<file path="config.mk">
export PLATFORM = sky130hd
export DESIGN_NAME = reg_writeback
export DESIGN_NICKNAME = d
export VERILOG_FILES = /design/src/rtl/reg_writeback.sv
export SDC_FILE = /design/constraint.sdc
export NUM_CORES = 1
export LEC_CHECK = 0
export ABC_AREA = 1
export CAP_MARGIN = 20
export CORE_MARGIN = 2
export CORE_UTILIZATION = 35
export DETAILED_ROUTE_END_ITERATION = 12
export PLACE_DENSITY_LB_ADDON = 0.12
export SYNTH_ARGS = -nofsm -noshare
export SYNTH_HDL_FRONTEND = slang
export SYNTH_SLANG_ARGS = --single-unit
</file>
<file path="constraint.sdc">
create_clock -name clk -period 3 [get_ports clk]
set_clock_uncertainty 0.2 [all_clocks]
set_input_delay 0.6 -clock clk [delete_from_list [all_inputs] [get_ports clk]]
set_output_delay 0.6 -clock clk [all_outputs]
set_load 0.1 [all_outputs]
</file>
<file path="src/rtl/reg_writeback.sv">
// reg_writeback
// Write-side controller for the 8x16 register file. Merges single-cycle ALU
// results and multi-cycle LSU results onto the file's single write port and
// keeps a per-register pending scoreboard for outstanding multi-cycle ops.
//
// Ports:
//   clk, rst                     clock, synchronous active-high reset
//   issue_valid/issue_reg        multi-cycle op issue; issue_ready back-pressure
//   alu_valid/alu_reg/alu_data   ALU result, always accepted
//   lsu_valid/lsu_reg/lsu_data   LSU result; lsu_ready back-pressure
//   write_reg/write_data/write_en registered register-file write port
//   rd_addr1/rd_addr2            decode read addresses
//   hazard1/hazard2              pending flag of the addressed registers
//   pending                      scoreboard bitmask (bit 0 always 0)
//   lsu_orphan                   sticky: LSU wrote a register nobody was waiting on
module reg_writeback #(
  parameter int DATA_W = 16,
  parameter int ADDR_W = 3,
  parameter int NREG   = 8
) (
  input  logic              clk,
  input  logic              rst,
  input  logic              issue_valid,
  input  logic [ADDR_W-1:0] issue_reg,
  output logic              issue_ready,
  input  logic              alu_valid,
  input  logic [ADDR_W-1:0] alu_reg,
  input  logic [DATA_W-1:0] alu_data,
  input  logic              lsu_valid,
  input  logic [ADDR_W-1:0] lsu_reg,
  input  logic [DATA_W-1:0] lsu_data,
  output logic              lsu_ready,
  output logic [ADDR_W-1:0] write_reg,
  output logic [DATA_W-1:0] write_data,
  output logic              write_en,
  input  logic [ADDR_W-1:0] rd_addr1,
  input  logic [ADDR_W-1:0] rd_addr2,
  output logic              hazard1,
  output logic              hazard2,
  output logic [NREG-1:0]   pending,
  output logic              lsu_orphan
);

  // State
  logic [NREG-1:0]   pending_r;
  logic              buf_full_r;
  logic [ADDR_W-1:0] buf_reg_r;
  logic [DATA_W-1:0] buf_data_r;
  logic              write_en_r;
  logic [ADDR_W-1:0] write_reg_r;
  logic [DATA_W-1:0] write_data_r;
  logic              src_lsu_r;   // current output word came from the LSU path
  logic              orphan_r;

  // Combinational
  logic              lsu_acc_s;
  logic              issue_acc_s;
  logic              sel_valid_s;
  logic              sel_lsu_s;
  logic [ADDR_W-1:0] sel_reg_s;
  logic [DATA_W-1:0] sel_data_s;
  logic              buf_load_s;
  logic              buf_drain_s;
  logic [NREG-1:0]   set_mask_s;
  logic [NREG-1:0]   clr_mask_s;
  logic [NREG-1:0]   pending_nxt_s;
  logic              orphan_set_s;

  assign lsu_ready   = ~rst & ~buf_full_r;
  assign issue_ready = ~rst & ~pending_r[issue_reg];
  assign lsu_acc_s   = lsu_valid & lsu_ready;
  assign issue_acc_s = issue_valid & issue_ready;

  assign hazard1    = pending_r[rd_addr1];
  assign hazard2    = pending_r[rd_addr2];
  assign pending    = pending_r;
  assign lsu_orphan = orphan_r;
  assign write_en   = write_en_r;
  assign write_reg  = write_reg_r;
  assign write_data = write_data_r;

  // Output source selection: ALU > holding buffer > fresh LSU beat
  always_comb begin
    sel_valid_s = 1'b0;
    sel_lsu_s   = 1'b0;
    sel_reg_s   = {ADDR_W{1'b0}};
    sel_data_s  = {DATA_W{1'b0}};
    buf_load_s  = 1'b0;
    buf_drain_s = 1'b0;
    if (alu_valid) begin
      sel_valid_s = 1'b1;
      sel_reg_s   = alu_reg;
      sel_data_s  = alu_data;
      // a beat accepted under an ALU write has to wait in the buffer
      buf_load_s  = lsu_acc_s;
    end else if (buf_full_r) begin
      sel_valid_s = 1'b1;
      sel_lsu_s   = 1'b1;
      sel_reg_s   = buf_reg_r;
      sel_data_s  = buf_data_r;
      buf_drain_s = 1'b1;
    end else if (lsu_acc_s) begin
      sel_valid_s = 1'b1;
      sel_lsu_s   = 1'b1;
      sel_reg_s   = lsu_reg;
      sel_data_s  = lsu_data;
    end else begin
      sel_valid_s = 1'b0;
    end
  end

  // Scoreboard next state: clear on the LSU write being presented, set on issue
  always_comb begin
    set_mask_s   = {NREG{1'b0}};
    clr_mask_s   = {NREG{1'b0}};
    orphan_set_s = 1'b0;
    if (issue_acc_s && (issue_reg != {ADDR_W{1'b0}})) begin
      set_mask_s[issue_reg] = 1'b1;
    end else begin
      set_mask_s = {NREG{1'b0}};
    end
    if (write_en_r && src_lsu_r) begin
      clr_mask_s[write_reg_r] = 1'b1;
      // nobody was waiting for this register
      orphan_set_s = ~pending_r[write_reg_r];
    end else begin
      clr_mask_s = {NREG{1'b0}};
    end
    // set after clear: an issue accepted while a stray LSU write to the same
    // register leaves is a new outstanding op and must stay pending
    pending_nxt_s = ((pending_r & ~clr_mask_s) | set_mask_s)
                    & ~{{(NREG-1){1'b0}}, 1'b1};
  end

  // Output register, holding buffer, scoreboard and error flag
  always_ff @(posedge clk) begin
    if (rst) begin
      write_en_r   <= 1'b0;
      write_reg_r  <= {ADDR_W{1'b0}};
      write_data_r <= {DATA_W{1'b0}};
      src_lsu_r    <= 1'b0;
      buf_full_r   <= 1'b0;
      buf_reg_r    <= {ADDR_W{1'b0}};
      buf_data_r   <= {DATA_W{1'b0}};
      pending_r    <= {NREG{1'b0}};
      orphan_r     <= 1'b0;
    end else begin
      // register 0 is consumed but never written
      write_en_r   <= sel_valid_s & (sel_reg_s != {ADDR_W{1'b0}});
      write_reg_r  <= sel_reg_s;
      write_data_r <= sel_data_s;
      src_lsu_r    <= sel_lsu_s;
      if (buf_load_s) begin
        buf_full_r <= 1'b1;
        buf_reg_r  <= lsu_reg;
        buf_data_r <= lsu_data;
      end else if (buf_drain_s) begin
        buf_full_r <= 1'b0;
      end else begin
        buf_full_r <= buf_full_r;
      end
      pending_r <= pending_nxt_s;
      orphan_r  <= orphan_r | orphan_set_s;
    end
  end

endmodule

</file>
==> flow_results.org <==
** Run status
- Outcome :: complete, no violations

** Job
- Total of max-cap violations :: 0

** Hold path
- Hold Crit Depth :: 2
- The worst hold path terminates at buf_reg_r[0].
- The path class of the tightest hold or removal check is register to register.
- The worst hold path begins at buf_reg_r[0].

** STA
- Achievable clock frequency :: 351.2 MHz
- The final critical path takes up 94.91% of the cycle.
- Summed over all failing endpoints, the final setup total negative slack is 0 ns.
- Setup violations remaining at the end of the flow were counted as 0.
- The max-slew violation count was 0.
- Setup repair after global routing left no endpoint under its margin.
- After layout, the worst setup slack is ~0.15 ns.
- Period minus WS final :: 2.847 ns
- Final hold violation count :: 0

** Power and ir drop
- Sequential cells account for 45.7% of the total power.
- Net switching is 35.16% of the power.
- For this design the ratio of total power to cell area is 469.5 nW/um^2.
- Combinational cell fraction of total power :: 28.8%
- Leakage power total :: 1.252 nW
- Pwr Total :: 0.001521 W
- Power Internal :: 0.0009863 W
- Per report_power, the clock group accounts for 25.5% of the total.
- The analysis attributes to net switching a power of 0.0005347 W.
- Peak ir drop on the vdd network :: 238.9 uV

** Yosys
- The cell area that synthesis handed to floorplanning was 2288 sq um.
- Cell variety after synth :: 25
- Count of flip-flops with a built-in enable after synthesis :: 0
- Sequential share of the synthesized area :: approximately 43%
- Mapped Nets :: 374
- Synth warnings :: 0
- Synthesis inferred slightly below 50 register bits.
- Top post-synthesis cells by area :: sky130_fd_sc_hd__dfxtp_1 43%, sky130_fd_sc_hd__a21oi_1 13%, sky130_fd_sc_hd__nand2_1 9.2%
- Ys async rst share :: 0%
- In the synthesized netlist, the number of instances is 322.
- The share of synthesized area in the top cell type comes to between 40% and 50%.
- Post-synthesis cell type with the largest combined area :: sky130_fd_sc_hd__dfxtp_1
- Post-Synthesis Mean Instance Area :: 7.107 sq um
- In the synthesized netlist the dominant register cell turns out to be sky130_fd_sc_hd__dfxtp_1.

** Clock tree
- The tree is rooted in a sky130_fd_sc_hd__clkbuf_8.
- Clock transition at the register clock pins on the worst setup and hold paths after CTS :: ~0.090 ns
- TritonCTS built the clock tree.
- Post-CTS Setup Bufs :: 0
- The number of gates resized after CTS was 0.
- Number of sinks driven by the clock tree :: between 40 and 50
- The later pin in the worst-skew pair is clocked with a latency of around 0.30 ns.
- Counting the buffers created by CTS gives 5.
- In this run the number of H-tree levels came out at 2.
- Maximum clock path buffer count :: 2
- Hold buffers post-CTS :: 0

** Floorplanning
- The floorplan step set the die height to 84.86 microns.
- Number of top-level pins :: 85
- In this run the horizontal extent of the chip is 84.86 microns.
- Starting Density :: 36.04%
- The core region is 6350 sq um.
- The die covers 7201 sq um.
- Row generation in the floorplan step produced 29 rows.

** Routing
- Total routed wirelength :: 6.131 mm
- Drt wl/cell :: 12.88 microns
- The pre-antenna-repair detailed-routing pass consisted of 4 iterations.
- After detailed routing, the number of vias per cell comes to 4.998.
- Summing over every cut layer, the via total after detailed routing is around 2400.
- Post-route antenna net violation count :: 0
- For this block, the initial DRC count from the detailed router was 146.
- For this run, design rule violations remaining after detail routing come to 0.

** Cells and area
- Post-route insts no fill :: 476
- Area of the multi-input gates :: 1130 sq um
- Fill cell instance count of the final layout :: 621
- Number of nets in the final layout :: 450
- Antenna cells :: 0
- Cell area after layout :: 3239 sq um
- Area growth from synthesis to final layout :: 41.55%
- Summing all flip-flop and latch instances after layout gives ~980 sq um.
- The post-route netlist has 15.04% of its cells at a drive strength greater than 1.

** Global routing
- Across every metal layer, demand over resource in global routing totals 17.36%.
- Total congestion overflow after global routing :: 0
- Vias in the first global route :: about 2100
- The first global-routing pass estimated around 10 mm of wire.
- Maximum number of pins on one net before global-route repair :: 37
- The initial antenna violation count is 0.

** Place
- Once placement finished, the instance area stood at roughly 3200 sq um.
- Detailed placement finished with a half-perimeter wire length of 4.394 mm.
- Final GP Congestion :: 0.8147
- Worst Setup Slack post-DPL :: 0.1614 ns
- Placed cells :: approximately 470
- The count of buffers added on input and output ports is 83.

** Critical path
- Data arrives at the worst endpoint at 2.05 ns.
- STA classifies the critical path endpoint as an output pin.
- Destination of the worst register-to-register timing path :: buf_reg_r[0]
- Of all nets on the critical path, the largest fanout is 8.
- The critical path is of the input port to output pin type.
- The setup check on the worst reg-to-reg path leaves a slack of 1.20 ns.
- Critical path data required time :: 2.20 ns
- STA classifies the critical path startpoint as an input port.
- Measured in cells, the most critical reg-to-reg path has a length of 6.
- Launch point of the worst reg-to-reg path :: buf_full_r
==> cells in the mapped netlist (7+ instances only) <==
library cell / count
sky130_fd_sc_hd__nand3_1: 26
sky130_fd_sc_hd__nor3_1: 7
sky130_fd_sc_hd__buf_4: 9
sky130_fd_sc_hd__clkbuf_1: 7
sky130_fd_sc_hd__nand4_1: 9
sky130_fd_sc_hd__nor2_1: 22
sky130_fd_sc_hd__a21oi_1: 61
sky130_fd_sc_hd__o21ai_0: 26
sky130_fd_sc_hd__inv_1: 20
sky130_fd_sc_hd__dfxtp_1: 49
sky130_fd_sc_hd__nand2_1: 56
==> final cells by class <==
class,count,share of cell area [%]
Tap cell,77,2.974
Multi-Input combinational cell,228,34.88
Sequential cell,49,30.28
Clock inverter,2,0.4635
Inverter,25,3.051
Clock buffer,6,2.240
Timing Repair Buffer,89,26.11
==> power groups by stage <==
| stage | Clock, W | Sequential (W) | Combinational (W) |
|---|---|---|---|
| 2_1_floorplan | 0 | 0.000848 | 0.000152 |
| 3_3_place_gp | 0 | 0.000711 | 0.000438 |
| 3_5_place_dp | 0 | 0.000710 | 0.000439 |
| 4_1_cts | 0.000402 | 0.000696 | 0.000440 |
| 5_1_grt | 0.000426 | 0.000699 | 0.000467 |
| 6_report | 0.000388 | 0.000696 | 0.000438 |
==> logic make-up (layout without fill, tap and decap cells) <==
kind of cell / count (synthesis) / after routing / share of synthesized area [%]
buffers and inverters: 45 / 122 / 9.295
DFF: 49 / 49 / 42.86
and+or+nand+nor: 126 / 126 / 24.55
other: 1 / 1 / 0.1639
AOI/OAI and AO/OA: 101 / 101 / 23.13
==> worst max path at each step <==
stage / start / endpoint
CTS: issue_reg[0] / issue_ready
floorplan: pending[1] / issue_ready
global route: issue_reg[0] / issue_ready
detailed placement: issue_reg[0] / issue_ready
finish: issue_reg[0] / issue_ready
global placement: issue_reg[0] / issue_ready
==> critical path, stage by stage <==
cell,delay (ns)
sky130_fd_sc_hd__clkdlybuf4s50_1,0.68
sky130_fd_sc_hd__inv_4,0.10
sky130_fd_sc_hd__nand4_1,0.09
sky130_fd_sc_hd__nand2_1,0.11
sky130_fd_sc_hd__nor3_2,0.25
sky130_fd_sc_hd__buf_12,0.21
==> layer usage <==
layer | global-route usage (%) | vias up | wire (microns)
met4 | 4.473 | 0 | 32
met3 | 4.572 | 2 | 519
met5 | 0 | - | 0
li1 | - | 1245 | -
met2 | 24.84 | 86 | 2593
met1 | 25.93 | 1046 | 2985
==> cells in the final DEF, fill, tap and decap left out, drive strengths merged, types with 4 or more instances in the layout <==
cell type      count
buf               38
clkbuf             6
clkdlybuf4s50     51
nand2             59
inv               25
nand3             26
nor2              25
nand4              9
nor3               7
a21oi             61
dfxtp             49
o22ai              4
o21ai             29
==> through the flow <==
| stage | utilization [%] | hold slack [ns] |
|---|---|---|
| after floorplan | - | 0.2239 |
| after global placement | 49.64 | 0.2367 |
| after detailed placement | 49.64 | 0.2418 |
| after CTS | 51.01 | 0.2551 |
| after global routing | 51.01 | 0.2686 |
| final | 51.01 | 0.2555 |
(Power assumes the default switching activity.)
